**src/rtl/turn_controller_if.sv**
```systemverilog
// Bundle of key inputs, board_ram feedback and controller outputs for turn_controller.
// The master modport is the controller's view; the slave modport is the board / key side.
interface turn_controller_if;
   logic       key_place;
   logic       key_pass;
   logic       key_up;
   logic       key_down;
   logic       key_left;
   logic       key_right;
   logic [7:0] dir;
   logic [2:0] x;
   logic [2:0] y;
   logic       side;
   logic       detecten;
   logic       writeen;
   logic       en_plot;
   logic       busy;
   logic       illegal;
   logic [5:0] move_count;
   logic       game_over;

   modport master (
      input  key_place, key_pass, key_up, key_down, key_left, key_right, dir,
      output x, y, side, detecten, writeen, en_plot, busy, illegal, move_count, game_over
   );

   modport slave (
      output key_place, key_pass, key_up, key_down, key_left, key_right, dir,
      input  x, y, side, detecten, writeen, en_plot, busy, illegal, move_count, game_over
   );
endinterface

```
**src/rtl/turn_controller.sv**
```systemverilog
// Game sequencer in front of board_ram: cursor, side to move, detect/write/plot
// handshakes, pass tracking and game-over detection. One key action at a time.
module turn_controller #(
   parameter int DET_CYCLES  = 10,
   parameter int WR_CYCLES   = 10,
   parameter int PLOT_CYCLES = 1280000
) (
   input  logic              clock,
   input  logic              resetn,
   turn_controller_if.master bus
);

   localparam int MAX_A   = (DET_CYCLES > WR_CYCLES) ? DET_CYCLES : WR_CYCLES;
   localparam int MAX_CYC = (MAX_A > PLOT_CYCLES) ? MAX_A : PLOT_CYCLES;
   localparam int CNT_W   = ($clog2(MAX_CYC) < 1) ? 1 : $clog2(MAX_CYC);

   // Counters load N-1 and leave the state on the cycle they read zero.
   localparam logic [CNT_W-1:0] DET_LD  = CNT_W'(DET_CYCLES - 1);
   localparam logic [CNT_W-1:0] WR_LD   = CNT_W'(WR_CYCLES - 1);
   localparam logic [CNT_W-1:0] PLOT_LD = CNT_W'(PLOT_CYCLES - 1);
   localparam logic [5:0]       MAX_MOVES = 6'd60;

   typedef enum logic [2:0] {
      S_BOOT, S_IDLE, S_DETECT, S_EVAL, S_WRITE, S_SWAP, S_PLOT, S_OVER
   } state_t;

   state_t           state_q, state_d;
   logic [CNT_W-1:0] cnt_q, cnt_d;
   logic [2:0]       x_q, x_d;
   logic [2:0]       y_q, y_d;
   logic             side_q, side_d;
   logic             illegal_q, illegal_d;
   logic [5:0]       mc_q, mc_d;
   logic             go_q, go_d;
   logic [1:0]       streak_q, streak_d;
   logic [7:0]       dir_l_q, dir_l_d;
   logic             det_q, det_d;
   logic             wr_q, wr_d;
   logic             plot_q, plot_d;
   logic [5:0]       key_prev_q;
   logic [5:0]       keys;
   logic [5:0]       key_edge;

   // Bit order sets nothing by itself; priority is resolved in the IDLE branch.
   assign keys     = {bus.key_right, bus.key_left, bus.key_down,
                      bus.key_up, bus.key_pass, bus.key_place};
   assign key_edge = keys & ~key_prev_q;

   // Next-state and datapath decisions for the turn sequence.
   always_comb begin
      state_d   = state_q;
      cnt_d     = cnt_q;
      x_d       = x_q;
      y_d       = y_q;
      side_d    = side_q;
      illegal_d = illegal_q;
      mc_d      = mc_q;
      streak_d  = streak_q;
      dir_l_d   = dir_l_q;
      case (state_q)
         S_BOOT: begin
            state_d = S_PLOT;
            cnt_d   = PLOT_LD;
         end
         S_IDLE: begin
            if (key_edge[0]) begin
               illegal_d = 1'b0;
               state_d   = S_DETECT;
               cnt_d     = DET_LD;
            end else if (key_edge[1]) begin
               side_d   = ~side_q;
               streak_d = streak_q + 2'd1;
               if (streak_q == 2'd1) begin
                  state_d = S_OVER;
               end else begin
                  state_d = S_PLOT;
                  cnt_d   = PLOT_LD;
               end
            end else if (key_edge[2]) begin
               y_d       = y_q - 3'd1;
               illegal_d = 1'b0;
            end else if (key_edge[3]) begin
               y_d       = y_q + 3'd1;
               illegal_d = 1'b0;
            end else if (key_edge[4]) begin
               x_d       = x_q - 3'd1;
               illegal_d = 1'b0;
            end else if (key_edge[5]) begin
               x_d       = x_q + 3'd1;
               illegal_d = 1'b0;
            end
         end
         S_DETECT: begin
            if (cnt_q == '0) begin
               dir_l_d = bus.dir;
               state_d = S_EVAL;
            end else begin
               cnt_d = cnt_q - 1'b1;
            end
         end
         S_EVAL: begin
            if (dir_l_q != 8'd0) begin
               state_d = S_WRITE;
               cnt_d   = WR_LD;
            end else begin
               illegal_d = 1'b1;
               state_d   = S_IDLE;
            end
         end
         S_WRITE: begin
            if (cnt_q == '0) begin
               state_d = S_SWAP;
            end else begin
               cnt_d = cnt_q - 1'b1;
            end
         end
         S_SWAP: begin
            side_d   = ~side_q;
            streak_d = 2'd0;
            mc_d     = (mc_q >= MAX_MOVES) ? MAX_MOVES : mc_q + 6'd1;
            if (mc_q >= MAX_MOVES - 6'd1) begin
               state_d = S_OVER;
            end else begin
               state_d = S_PLOT;
               cnt_d   = PLOT_LD;
            end
         end
         S_PLOT: begin
            if (cnt_q == '0) begin
               state_d = go_q ? S_OVER : S_IDLE;
            end else begin
               cnt_d = cnt_q - 1'b1;
            end
         end
         S_OVER: begin
            state_d = S_OVER;
         end
         default: begin
            state_d = S_BOOT;
         end
      endcase
   end

   // Request strobes are registered from the next state so they track it exactly.
   always_comb begin
      det_d  = (state_d == S_DETECT);
      wr_d   = (state_d == S_WRITE);
      plot_d = (state_d == S_PLOT);
      go_d   = go_q | (state_d == S_OVER);
   end

   // State and datapath registers; reset drops all requests immediately.
   always_ff @(posedge clock or negedge resetn) begin
      if (!resetn) begin
         state_q    <= S_BOOT;
         cnt_q      <= '0;
         x_q        <= 3'd3;
         y_q        <= 3'd3;
         side_q     <= 1'b0;
         illegal_q  <= 1'b0;
         mc_q       <= 6'd0;
         go_q       <= 1'b0;
         streak_q   <= 2'd0;
         dir_l_q    <= 8'd0;
         det_q      <= 1'b0;
         wr_q       <= 1'b0;
         plot_q     <= 1'b0;
         key_prev_q <= 6'd0;
      end else begin
         state_q    <= state_d;
         cnt_q      <= cnt_d;
         x_q        <= x_d;
         y_q        <= y_d;
         side_q     <= side_d;
         illegal_q  <= illegal_d;
         mc_q       <= mc_d;
         go_q       <= go_d;
         streak_q   <= streak_d;
         dir_l_q    <= dir_l_d;
         det_q      <= det_d;
         wr_q       <= wr_d;
         plot_q     <= plot_d;
         key_prev_q <= keys;
      end
   end

   assign bus.x          = x_q;
   assign bus.y          = y_q;
   assign bus.side       = side_q;
   assign bus.detecten   = det_q;
   assign bus.writeen    = wr_q;
   assign bus.en_plot    = plot_q;
   assign bus.busy       = (state_q != S_IDLE) && (state_q != S_OVER);
   assign bus.illegal    = illegal_q;
   assign bus.move_count = mc_q;
   assign bus.game_over  = go_q;

endmodule
```
**src/flat_wrapper.sv**
```systemverilog
// flat-port wrapper written by rule: the top's interface ports become plain ports
module turn_controller_flat 
#(
   parameter int DET_CYCLES  = 10,
   parameter int WR_CYCLES   = 10,
   parameter int PLOT_CYCLES = 1280000
)
  (clock, resetn, bus_key_place, bus_key_pass, bus_key_up, bus_key_down, bus_key_left, bus_key_right, bus_dir, bus_x, bus_y, bus_side, bus_detecten, bus_writeen, bus_en_plot, bus_busy, bus_illegal, bus_move_count, bus_game_over);
  turn_controller_if bus_i ();
  input  logic clock;
  input  logic resetn;
  input wire logic [$bits(bus_i.key_place)-1:0] bus_key_place;
  input wire logic [$bits(bus_i.key_pass)-1:0] bus_key_pass;
  input wire logic [$bits(bus_i.key_up)-1:0] bus_key_up;
  input wire logic [$bits(bus_i.key_down)-1:0] bus_key_down;
  input wire logic [$bits(bus_i.key_left)-1:0] bus_key_left;
  input wire logic [$bits(bus_i.key_right)-1:0] bus_key_right;
  input wire logic [$bits(bus_i.dir)-1:0] bus_dir;
  output wire logic [$bits(bus_i.x)-1:0] bus_x;
  output wire logic [$bits(bus_i.y)-1:0] bus_y;
  output wire logic [$bits(bus_i.side)-1:0] bus_side;
  output wire logic [$bits(bus_i.detecten)-1:0] bus_detecten;
  output wire logic [$bits(bus_i.writeen)-1:0] bus_writeen;
  output wire logic [$bits(bus_i.en_plot)-1:0] bus_en_plot;
  output wire logic [$bits(bus_i.busy)-1:0] bus_busy;
  output wire logic [$bits(bus_i.illegal)-1:0] bus_illegal;
  output wire logic [$bits(bus_i.move_count)-1:0] bus_move_count;
  output wire logic [$bits(bus_i.game_over)-1:0] bus_game_over;
  assign bus_i.key_place = bus_key_place;
  assign bus_i.key_pass = bus_key_pass;
  assign bus_i.key_up = bus_key_up;
  assign bus_i.key_down = bus_key_down;
  assign bus_i.key_left = bus_key_left;
  assign bus_i.key_right = bus_key_right;
  assign bus_i.dir = bus_dir;
  assign bus_x = bus_i.x;
  assign bus_y = bus_i.y;
  assign bus_side = bus_i.side;
  assign bus_detecten = bus_i.detecten;
  assign bus_writeen = bus_i.writeen;
  assign bus_en_plot = bus_i.en_plot;
  assign bus_busy = bus_i.busy;
  assign bus_illegal = bus_i.illegal;
  assign bus_move_count = bus_i.move_count;
  assign bus_game_over = bus_i.game_over;
  turn_controller #(.DET_CYCLES(DET_CYCLES), .WR_CYCLES(WR_CYCLES), .PLOT_CYCLES(PLOT_CYCLES)) u_core (.clock(clock), .resetn(resetn), .bus(bus_i));
endmodule
```
**config.mk**
```make
export PLATFORM = sky130hd
export DESIGN_NAME = turn_controller_flat
export DESIGN_NICKNAME = d
export VERILOG_FILES = /design/src/rtl/turn_controller_if.sv /design/src/rtl/turn_controller.sv /design/src/flat_wrapper.sv
export SDC_FILE = /design/constraint.sdc
export NUM_CORES = 1
export LEC_CHECK = 0
export ABC_AREA = 1
export BUFFER_PORTS_ARGS = -buffer_cell sky130_fd_sc_hd__buf_2
export CAP_MARGIN = 20
export CORE_MARGIN = 2
export CORE_UTILIZATION = 25
export CTS_BUF_LIST = sky130_fd_sc_hd__clkbuf_8
export DETAILED_ROUTE_END_ITERATION = 6
export SYNTH_ARGS = -nofsm -noshare
export SYNTH_HDL_FRONTEND = slang
export SYNTH_SLANG_ARGS = --single-unit
```
**constraint.sdc**
```tcl
create_clock -name clock -period 2 [get_ports clock]
set_input_delay 0.2 -clock clock [delete_from_list [all_inputs] [get_ports clock]]
set_output_delay 0.2 -clock clock [all_outputs]
set_load 0.1 [all_outputs]
```
==> results of run 1 <==
-- critical path: stages --
cell and delay [ns]:
dlygate4sd3_1 0.52, buf_2 0.11, inv_1 0.03, nor2_1 0.12, inv_1 0.08, nand2_2 0.09, buf_4 0.21, inv_1 0.11
a21oi_1 0.32, nand3_1 0.18, nor2b_1 0.16
-- through the flow --
| stage | total power, µW | utilization | instance area, µm² | instances |
|---|---|---|---|---|
| floorplan | 1220 | - | 3310 | 421 |
| global placement | 1270 | 0.292 | 3730 | 631 |
| detailed placement | 1270 | 0.292 | 3730 | 631 |
| CTS | 2420 | 0.314 | 4010 | 654 |
| global route | 2470 | 0.317 | 4050 | 660 |
| finish | 2380 | 0.317 | 4050 | 660 |
-- kinds of logic after synthesis --
| group | share of synthesized area |
|---|---|
| flops | 0.441 |
| xor+xnor | 0.0292 |
| simple gates | 0.325 |
| fa+ha+maj | 0.0273 |
| compound gates | 0.0956 |
| buf+inv | 0.0812 |
-- power breakdown --
group	leakage, µW	switching [µW]	internal (µW)
registers	0.000664	1.36	1180
logic	0.00113	45.2	31.6
clock network	0.000115	455	666
total	0.00191	502	1880
-- area by class of cell --
cell class              instances  area, µm²
multi-input cells             302       1580
fillers                      1338       8720
flip-flops and latches         58       1460
clock inverters                 4       42.5
repair buffers                 58        380
well taps                     172        215
inverters                      54        205
clock buffers                  12        165
-- registers in the layout (all words and copies together), names as in the netlist --
signal and cells:
u_core.bus.illegal 1, u_core.bus.side 1, u_core.bus.move_count 6, u_core.bus.detecten 1, u_core.bus.y 3, u_core.cnt_q 21, u_core.bus.x 3, u_core.key_prev_q 6
u_core.dir_l_q 8, u_core.streak_q 2, u_core.bus.en_plot 1, u_core.bus.writeen 1, u_core.state_q 3, u_core.bus.game_over 1
-- how the worst min path moves through the flow --
stage,from,to,slack (ns),cells after the start
2_1_floorplan,resetn,u_core.bus.detecten$_DFF_PN0_,-0.1,0
3_3_place_gp,resetn,u_core.key_prev_q[2]$_DFF_PN0_,0.16,1
3_5_place_dp,resetn,u_core.key_prev_q[2]$_DFF_PN0_,0.17,1
4_1_cts,bus_dir[4],u_core.dir_l_q[4]$_DFFE_PN0P_,0.06,3
5_1_grt,bus_dir[5],u_core.dir_l_q[5]$_DFFE_PN0P_,0.08,3
6_report,bus_dir[4],u_core.dir_l_q[4]$_DFFE_PN0P_,0.08,3
-- timing repair --
item                                    4_1_cts  5_1_grt
endpoints found under the setup margin        0       16
hold endpoints to repair                     20        0
buffers inserted                              0        6
gates resized for setup                       0        1
hold buffers                                  7        0
-- metal layers --
| layer | global-route usage | wire length [µm] | up-vias |
|---|---|---|---|
| li1 | - | - | 1462 |
| met1 | 0.153 | 3680 | 1296 |
| met2 | 0.176 | 3360 | 48 |
| met3 | 0.0263 | 244 | 13 |
| met4 | 0.0499 | 138 | 0 |
| met5 | 0 | 0 | - |
-- cell usage in the layout (no fill, tap or decap), drive strengths merged --
master	n
clkbuf	12
nand3	42
or2	2
nand3b	1
and2	1
ha	4
clkinv	2
a21oi	9
inv	55
dlygate4sd3	7
nand4	2
dfrtp	54
o21ai	39
nor3	6
a31oi	1
buf	51
o31ai	1
xor2	7
fa	2
a21o	1
nand2	100
bufinv	1
xnor2	4
o41ai	1
nor2	78
dfstp	4
nor2b	1
-- synthesized netlist by cell type --
| library cell | count | area (µm²) |
|---|---|---|
| nand2_1 | 92 | 345 |
| nor2_1 | 69 | 259 |
| dfrtp_1 | 54 | 1350 |
| inv_1 | 49 | 184 |
| nand3_1 | 38 | 190 |
| o21ai_0 | 22 | 110 |
| o21ai_2 | 9 | 78.8 |
| a21oi_1 | 8 | 40.0 |
| o21ai_1 | 8 | 40.0 |
| nand2_2 | 7 | 43.8 |
| xor2_1 | 7 | 61.3 |
| nor2_4 | 6 | 67.6 |
| buf_6 | 4 | 45.0 |
| dfstp_2 | 4 | 105 |
| ha_1 | 4 | 50.1 |
| nand3_2 | 4 | 40.0 |
| nor3_1 | 4 | 20.0 |
| xnor2_1 | 4 | 35.0 |
| inv_2 | 3 | 11.3 |
| nor2_2 | 3 | 18.8 |
| buf_2 | 2 | 10.0 |
| fa_1 | 2 | 40.0 |
| nand4_1 | 2 | 12.5 |
| nor3_4 | 2 | 32.5 |
| a21o_1 | 1 | 7.51 |
| a21oi_4 | 1 | 16.3 |
| a31oi_1 | 1 | 6.26 |
| and2_1 | 1 | 6.26 |
| buf_4 | 1 | 7.51 |
| clkinv_1 | 1 | 3.75 |
| inv_4 | 1 | 6.26 |
| nand2_4 | 1 | 11.3 |
| nand3b_1 | 1 | 7.51 |
| nor2b_1 | 1 | 6.26 |
| o31ai_1 | 1 | 7.51 |
| o41ai_1 | 1 | 8.76 |
| or2_1 | 1 | 6.26 |
| or2_2 | 1 | 6.26 |
==> results by group, run 1 <==
Outcome
  • Status: complete, no violations

GRT
  • Total gr overflow: 0
  • Vias in the first global route: 2844
  • Initial antenna violation count: 0
  • Gr usage total: 0.114
  • Largest net degree at the start of global routing: 42
  • Global-route wire length before repair: 13200 µm

Placed design
  • GPL Wtd Cong: 0.886
  • Setup WS pre-CTS: 0.0746 ns
  • Detail Placement HPWL: 5480 µm
  • Port bufs: 34

Setup path
  • Reg2reg end: u_core.cnt_q[10]$_DFFE_PN0P_
  • Crit path to: u_core.bus.en_plot$_DFF_PN0_
  • Worst-path fanout max: 11
  • Worst R2R Start: u_core.cnt_q[9]$_DFFE_PN0P_
  • Worst Reg-to-Reg Cells: 10
  • Crit path arrival time: 2.11 ns
  • Required @ worst endpoint: 2.23 ns
  • Worst setup path startpoint: bus_key_place
  • Crit start category: input pin
  • Reg2Reg Setup Slack: 0.17 ns
  • Worst setup EP type: flip-flop
  • Crit Path Category: in2reg

Routing
  • Antenna viol nets, final: 0
  • 1st-iter DRT viols: 82
  • Via-to-Cell Ratio: 4.27
  • # DRC: 0
  • Wire per inst: 11.2 µm
  • DR vias: 2819
  • Final WL: 7420 µm
  • Drt pass-1 iters: 4

Logic synthesis
  • Cells after Synth: 421
  • Post-synthesis cell area: 3300 µm²
  • Syn_nets: 443
  • Synthesized area per cell: 7.84 µm²
  • Synth warnings: 0
  • Seq/Total Area, Yosys: 0.441
  • Synth unique cells: 38
  • Number of register bits inferred by synthesis: 58

Clock tree
  • CTS tree: done
  • Clk sink count: 58
  • Worst-Skew Late Latency: 0.34 ns
  • Cts bufs inserted: 9
  • Longest Clk Path Bufs: 2
  • H-tree levels: 3
  • CTS root buffer: clkbuf_8
  • Clock slew at reported path FFs: 0.07 ns

Power and ir drop
  • Pwr Density: 587 nW/µm²
  • Maximum vdd drop: 0.351 mV
  • Leakage: 0.00191 µW

STA
  • Max transition margin: 0.675
  • Min Tclk post-route: 1.88 ns
  • Final hold violations: 0
  • RSZ-0062 raised after global routing: false
  • Hold Worst Slack: 0.0839 ns
  • FMAX: 0.531 GHz
  • Final TNS setup: 0 ns
  • Final setup violation count: 0
  • Crit share post-route: 0.942
  • Worst Tran Pin Value: 0.482 ns
  • Final setup margin: 0.116 ns
  • Clock Skews: 0.00856 ns
  • Fin. max-slew vios: 0

Finish
  • # nets final: 505
  • Share of post-route cells with drive strength above 1: 0.234
  • Area Growth Syn to Fin: 22.8%
  • Diodes inserted: 0

Min path
  • Hold Path Class: in2reg

Floorplanning
  • Die height: 119 µm
  • Die Width: 119 µm
  • Die Footprint: 14100 µm²
  • Core area: 12800 µm²
  • Initial Util: 0.258
  • Number of I/O pins: 35
  • Row count: 41

Job
  • Max cap viols: 0
Note: power is estimated with default switching activity, not from simulation.
==> inputs of run 2 (changes only) <==
==> constraint.sdc (replaced) <==
create_clock -name clock -period 2.4 [get_ports clock]
set_input_delay 0.24 -clock clock [delete_from_list [all_inputs] [get_ports clock]]
set_output_delay 0.24 -clock clock [all_outputs]
set_load 0.1 [all_outputs]
==> run 2 against run 1 <==
Net effect: sequential power down 17%; total power down 17%; critical path type is now reg2reg; final cell count down 2.3%; largest power group unchanged.
==> results by group, run 2 (same netlist as run 1, synthesis figures left out) <==
Setup path
  • Worst-path fanout max: 14 (+3)
  • WP buf/inv: 2 (-4)
  • CP cell instances: inv_4 -> nor3_4 -> nand2_2 -> nor2_2 -> nor2_4 -> nand2_2 -> nor2_4 -> buf_4 -> o21ai_0 -> o21ai_2
  • Required @ worst endpoint: 2.68 ns (+0.45 ns)
  • Crit start category: flip-flop
  • Crit path arrival time: 2.19 ns (+0.08 ns)
  • Reg2Reg Setup Slack: 0.49 ns (+0.32 ns)
  • Worst setup EP type: flip-flop
  • Worst R2R Start: u_core.state_q[0]$_DFF_PN0_
  • Crit-path max cell delay: 0.50 ns (-0.02 ns)
  • Worst Reg-to-Reg Cells: 10 (unchanged)
  • CP max stage cell: dfrtp_1
  • Reg2reg end: u_core.cnt_q[0]$_DFFE_PN0P_
  • CP delay by family, top: simple AND/OR/NAND/NOR gates
  • Crit Path Category: reg2reg

STA
  • Worst Tran Pin Value: 0.625 ns (+0.143 ns)
  • RSZ-0062 raised after global routing: false
  • FMAX: 0.524 GHz
  • Max transition margin: 0.583 (-0.0918)
  • Crit share post-route: 0.796
  • Final setup violation count: 0 (unchanged)
  • Min Tclk post-route: 1.91 ns
  • Final TNS setup: 0 ns (unchanged)
  • Fin. max-slew vios: 0 (unchanged)
  • Final hold violations: 0 (unchanged)
  • Clock Skews: 0.0131 ns (+0.00458 ns)
  • Hold Worst Slack: 0.0176 ns (-0.0662 ns)

Routing
  • Highest metal used: met4
  • Final WL: 7610 µm (+2.5%)
  • Antenna viol nets, final: 0 (unchanged)
  • 1st-iter DRT viols: 112 (+37%)
  • Via-to-Cell Ratio: 4.41 (+3.2%)
  • WL met1: 3500 µm (-5.0%)
  • DR vias: 2844 (+0.89%)
  • WL met3: 289 µm (+18%)
  • Drt pass-1 iters: 4 (unchanged)
  • Met2 wire len: 3670 µm (+9.5%)
  • Wire per inst: 11.8 µm (+4.9%)
  • # DRC: 0 (unchanged)

GRT
  • Global-route wire length before repair: 13600 µm (+3.0%)
  • Vias in the first global route: 2855 (+0.39%)
  • Initial antenna violation count: 0 (unchanged)
  • Total gr overflow: 0 (unchanged)
  • Largest net degree at the start of global routing: 28 (-33%)
  • Gr usage total: 0.119 (+0.00499)

Finish
  • Finished Cell Area: 3900 µm² (-3.7%)
  • Commonest non-fill, non-tap cell in the layout: nand2_1
  • Most frequent cells in the layout: nand2_1, nor2_1, dfrtp_1
  • Share of post-route cells with drive strength above 1: 0.207 (-0.0264)
  • Diodes inserted: 0 (unchanged)
  • Largest reg by FF count: u_core.cnt_q
  • # nets final: 490 (-3.0%)
  • Area Growth Syn to Fin: 18.2%
  • Largest registers: u_core.cnt_q (21), u_core.dir_l_q (8)
  • Largest register FFs: 21 (unchanged)
  • Fill cells: 1366 (+2.1%)

Job
  • Max cap viols: 0 (unchanged)

Clock tree
  • CTS tree: done
  • Post-CTS Hold Fix Bufs: 3 (-4)
  • Longest Clk Path Bufs: 2 (unchanged)
  • Clk sink count: 58 (unchanged)
  • Gates resized, CTS repair: 0 (unchanged)
  • H-tree levels: 3 (unchanged)
  • Clock slew at reported path FFs: 0.07 ns (about the same)
  • Cts bufs inserted: 9 (unchanged)
  • Setup bufs post-CTS: 0 (unchanged)
  • Worst-Skew Late Latency: 0.35 ns (about the same)
  • CTS root buffer: clkbuf_8

Placed design
  • Post-place instance area: 3670 µm² (-1.6%)
  • GPL Wtd Cong: 0.869 (-1.9%)
  • Detail Placement HPWL: 5690 µm (+3.9%)
  • Port bufs: 34 (unchanged)

Floorplanning
  • Number of I/O pins: 35 (unchanged)
  • Die height: 119 µm (unchanged)
  • Die Width: 119 µm (unchanged)
  • Core area: 12800 µm² (unchanged)
  • Die Footprint: 14100 µm² (unchanged)
  • Initial Util: 0.258 (unchanged)
  • Row count: 41 (unchanged)

Power and ir drop
  • Leakage: 0.00183 µW (-4.2%)
  • Maximum vdd drop: 0.271 mV (-23%)
  • Pwr Density: 508 nW/µm² (-14%)
  • Final Power: 1980 µW (-17%)

Min path
  • Hold depth: 1 (-2)
  • Hold Crit Start: bus_key_place
  • Hold Path Class: in2reg
  • Hold Path Sink: u_core.key_prev_q[0]$_DFF_PN0_

Outcome
  • Status: complete, no violations
[run 2: cell types whose count changed in the layout (fill, tap and decap cells not counted), moves of 2 or more]
| cell | previous run | this run |
|---|---|---|
| dfrtp_1 | 48 | 54 |
| clkinv_2 | 1 | 3 |
| inv_1 | 51 | 49 |
| buf_4 | 16 | 6 |
| dfrtp_2 | 6 | 0 |
| dlygate4sd3_1 | 7 | 3 |
[run 2: cell type report]
type | instances | area (µm²) | share of cell area
clock buffer | 11 | 151 | 0.0388
clock inverter | 5 | 52.6 | 0.0135
inverter | 54 | 205 | 0.0526
multi-input combinational | 302 | 1580 | 0.404
sequential | 58 | 1460 | 0.373
tap | 172 | 215 | 0.0552
timing repair buffer | 43 | 245 | 0.0629
[run 2: how the worst max path moves through the flow]
stage	startpoint	to	slack, ns	cells past startpoint
floorplan	u_core.state_q[0]$_DFF_PN0_	bus_busy	0.06	3
global placement	u_core.state_q[2]$_DFF_PN0_	u_core.cnt_q[0]$_DFFE_PN0P_	0.52	9
detailed placement	u_core.state_q[2]$_DFF_PN0_	u_core.cnt_q[0]$_DFFE_PN0P_	0.49	9
CTS	u_core.state_q[0]$_DFF_PN0_	u_core.cnt_q[0]$_DFFE_PN0P_	0.48	10
global route	u_core.state_q[0]$_DFF_PN0_	u_core.bus.en_plot$_DFF_PN0_	0.34	7
finish	u_core.state_q[0]$_DFF_PN0_	u_core.cnt_q[0]$_DFFE_PN0P_	0.49	10
[run 2: metrics by stage]
stage	worst slack, ns	instances	util
4_1_cts	0.484	645	0.305
3_3_place_gp	0.522	626	0.287
2_1_floorplan	0.0630	421	-
6_report	0.490	645	0.305
3_5_place_dp	0.492	626	0.287
5_1_grt	0.339	645	0.305
[run 2: where the power goes]
group	internal (µW)	leakage, µW	switching [µW]
sequential	983	0.000673	1.05
combinational	20.8	0.00105	36.4
clock	530	0.000105	410
[run 2: routing by layer]
layer | vias up | track usage
met2 | 49 | 0.195
met1 | 1361 | 0.151
li1 | 1423 | -
met5 | - | 0
met4 | 0 | 0.0506
met3 | 11 | 0.0263
==> inputs of run 3 (changes only) <==
--- a/config.mk
+++ b/config.mk
@@ -5,7 +5,7 @@
 export SDC_FILE = /design/constraint.sdc
 export NUM_CORES = 1
 export LEC_CHECK = 0
-export ABC_AREA = 1
+export ABC_AREA = 0
 export BUFFER_PORTS_ARGS = -buffer_cell sky130_fd_sc_hd__buf_2
 export CAP_MARGIN = 20
 export CORE_MARGIN = 2
==> constraint.sdc (replaced) <==
create_clock -name clock -period 1.6 [get_ports clock]
set_input_delay 0.16 -clock clock [delete_from_list [all_inputs] [get_ports clock]]
set_output_delay 0.16 -clock clock [all_outputs]
set_load 0.1 [all_outputs]
==> run 3 against run 2 <==
Net effect: the run now ends with negative setup slack left; utilization rose by 9.4 points; clock power rose by 41%; synthesized cell count fell by 30%; sequential cell count did not move; combinational power rose by 63%; routed wire length rose by 7.7%; largest power group unchanged.
==> results by group, run 3 <==
Routing
  • Via-to-Cell Ratio: 4.70 (+6.6%)
  • Drt pass-1 iters: 4 (unchanged)
  • Wire per inst: 13.8 µm (+17%)
  • DR vias: 2797 (-1.7%)
  • Antenna viol nets, final: 0 (unchanged)
  • # DRC: 0 (unchanged)
  • Final WL: 8200 µm (+7.7%)
  • 1st-iter DRT viols: 147 (+31%)

Outcome
  • Status: complete, but fails checks
  • Failing checks: negative setup slack

STA
  • FMAX: 0.450 GHz (-14%)
  • RSZ-0062 raised after global routing: true
  • Crit share post-route: 1.39 (+0.592)
  • Final setup violation count: 38 (+38)
  • Worst Tran Pin Value: 0.486 ns (-0.139 ns)
  • Final setup margin: -0.621 ns (-1.11 ns)
  • Clock Skews: 0.00934 ns (-0.00380 ns)
  • Hold Worst Slack: 0.0529 ns (+0.0353 ns)
  • Min Tclk post-route: 2.22 ns (+0.311 ns)
  • Max transition margin: 0.678 (+0.0952)
  • Fin. max-slew vios: 0 (unchanged)
  • Final hold violations: 0 (unchanged)

Finish
  • Area Growth Syn to Fin: 57.8%
  • Commonest non-fill, non-tap cell in the layout: buf_4
  • Most frequent cells in the layout: buf_4, dfrtp_1, buf_2
  • Share of post-route cells with drive strength above 1: 0.556 (+0.349)
  • Largest register FFs: 21 (unchanged)
  • Largest registers: u_core.cnt_q (21), u_core.dir_l_q (8)
  • Diodes inserted: 0 (unchanged)
  • # nets final: 465 (-5.1%)
  • Non-Filler Instances: 595 (-7.8%)
  • Largest reg by FF count: u_core.cnt_q

Floorplanning
  • Core area: 11900 µm² (-6.7%)
  • Die height: 114 µm (-4.3%)
  • Die Footprint: 12900 µm² (-8.4%)
  • Die Width: 114 µm (-4.3%)
  • Initial Util: 0.253 (-0.00536)
  • Row count: 40 (-2.4%)
  • Number of I/O pins: 35 (unchanged)

Placed design
  • Dpl cells: 552 (-12%)
  • Port bufs: 34 (unchanged)
  • Detail Placement HPWL: 5600 µm (-1.5%)
  • Setup WS pre-CTS: -0.618 ns (-1.11 ns)
  • GPL Wtd Cong: 0.857 (-1.4%)

Logic synthesis
  • Synth area leader: dfrtp_1
  • Top_reg_cell synth: dfrtp_1
  • Post-synth top cells: dfrtp_1, nor2_1, o21ai_0
  • Cells after Synth: 295 (-30%)
  • Post-synthesis cell area: 3010 µm² (-8.7%)
  • Synth warnings: 0 (unchanged)
  • Post-synth EDFFs: 0 (unchanged)
  • Top cell type's share of synthesized area: 0.449 (+0.0389)
  • Number of register bits inferred by synthesis: 58 (unchanged)
  • Top post-synthesis cells by area: dfrtp_1, o21ai_0, mux2_2, nor2_1, dfstp_2
  • Seq/Total Area, Yosys: 0.483 (+0.0420)
  • Syn_nets: 317 (-28%)
  • Synthesized area per cell: 10.2 µm² (+30%)
  • Synth unique cells: 62 (+63%)
  • Ys async rst share: 1.00 (unchanged)
  • Count leader, synth: dfrtp_1

Setup path
  • Worst setup EP type: flip-flop
  • Crit Path Category: reg2reg
  • Crit path arrival time: 2.43 ns (+0.24 ns)
  • Worst-path fanout max: 7 (-7)
  • Required @ worst endpoint: 1.81 ns (-0.87 ns)
  • Crit start category: flip-flop

GRT
  • Initial antenna violation count: 0 (unchanged)
  • Vias in the first global route: 2799 (-2.0%)
  • Routing usage on met3: 0.0276 (+0.00129)
  • GR peak layer: met2
  • Met2 Use GR: 0.214 (+0.0189)
  • Global-route wire length before repair: 13200 µm (-3.1%)
  • Gr usage total: 0.128 (+0.00894)
  • Total gr overflow: 0 (unchanged)
  • Grt met1 use: 0.168 (+0.0171)
  • Largest net degree at the start of global routing: 39 (+39%)

Clock tree
  • Worst-Skew Late Latency: 0.34 ns (about the same)
  • Clock slew at reported path FFs: 0.07 ns (about the same)
  • H-tree levels: 3 (unchanged)
  • CTS tree: done
  • CTS root buffer: clkbuf_8
  • Longest Clk Path Bufs: 2 (unchanged)
  • Clk sink count: 58 (unchanged)
  • Cts bufs inserted: 9 (unchanged)

Power and ir drop
  • Final Power: 2890 µW (+46%)
  • Pwr Density: 609 nW/µm² (+20%)
  • Leakage: 0.00211 µW (+15%)
  • Maximum vdd drop: 0.349 mV (+29%)

Job
  • Max cap viols: 0 (unchanged)

Min path
  • Hold Path Class: in2reg
==> run 3: cell types whose count changed after synthesis, moves of 7 or more <==
cell | previous run | this run
inv_1 | 49 | 15
nand3_1 | 38 | 3
nor2_1 | 69 | 29
nand2_1 | 92 | 17
nor3_1 | 4 | 11
a31oi_1 | 1 | 8
a21oi_1 | 8 | 17
mux2_2 | 0 | 10
nand2_2 | 7 | 0
==> run 3: final cells by class <==
class,instances,area (µm²)
clock inverter,7,61.3
multi-input combinational,210,1710
timing repair inverter,1,6.26
timing repair buffer,146,1110
sequential,58,1490
tap,147,184
inverter,17,76.3
fill,1138,7160
clock buffer,9,124
==> run 3: timing repair <==
| item | 4_1_cts | 5_1_grt |
|---|---|---|
| pin swaps | 32 | 25 |
| hold endpoints to repair | 17 | 0 |
| gates cloned | 2 | 0 |
| endpoints found under the setup margin | 39 | 47 |
| setup buffers | 13 | 12 |
| gates resized for setup | 53 | 35 |
| hold buffers | 7 | 0 |
==> run 3: logic make-up (layout without fill, tap and decap cells) <==
logic type | after synthesis | after routing | synth area share
and+or+nand+nor | 104 | 104 | 0.203
AOI/OAI and AO/OA | 81 | 81 | 0.171
DFF | 58 | 58 | 0.483
buffers and inverters | 27 | 180 | 0.0494
muxes | 11 | 11 | 0.0407
xor gates and xnor gates | 8 | 8 | 0.0233
adders and majority gates | 6 | 6 | 0.0299
==> run 3: worst paths after layout <==
check,start,to,slack [ns],depth (start not counted)
max,u_core.cnt_q[0]$_DFFE_PN0P_,u_core.cnt_q[3]$_DFFE_PN0P_,-0.62,9
min reg2reg,u_core.bus.side$_DFFE_PN0P_,u_core.bus.side$_DFFE_PN0P_,0.47,1
min in group asynchronous,resetn,u_core.cnt_q[13]$_DFFE_PN0P_,0.26,2
min,bus_dir[2],u_core.dir_l_q[2]$_DFFE_PN0P_,0.05,2
max reg2reg,u_core.cnt_q[0]$_DFFE_PN0P_,u_core.cnt_q[3]$_DFFE_PN0P_,-0.62,9
max in group asynchronous,resetn,u_core.bus.y[0]$_DFFE_PN1P_,0.76,3
==> run 3: per-stage QoR <==
stage               cell area, µm²  utilization  TNS, ns
floorplan                     3090            -   -19.75
global placement              4050        0.340   -17.26
detailed placement            4050        0.340   -19.66
CTS                           4570        0.383   -20.07
global route                  4750        0.399   -22.94
finish                        4750        0.399   -19.58
==> run 3: worst max-delay path, cell delays in order, from the launching register on <==
cell and delay [ns]:
dfrtp_1 0.39, inv_2 0.08, ha_4 0.12, or4b_4 0.46
nor3_4 0.21, nand3_4 0.13, a22o_4 0.31, buf_6 0.15
a211oi_2 0.17, a31oi_1 0.06
==> run 3: where the power goes <==
group / switching [µW] / internal [µW]
clock network: 623 / 703
logic: 51.5 / 41.8
registers: 1.42 / 1470
total: 676 / 2220
==> run 3: metal layers <==
| layer | routed length [µm] | vias to the layer above |
|---|---|---|
| met5 | 0 | - |
| met4 | 99 | 0 |
| met3 | 295 | 11 |
| met2 | 4150 | 49 |
| met1 | 3650 | 1372 |
| li1 | - | 1365 |
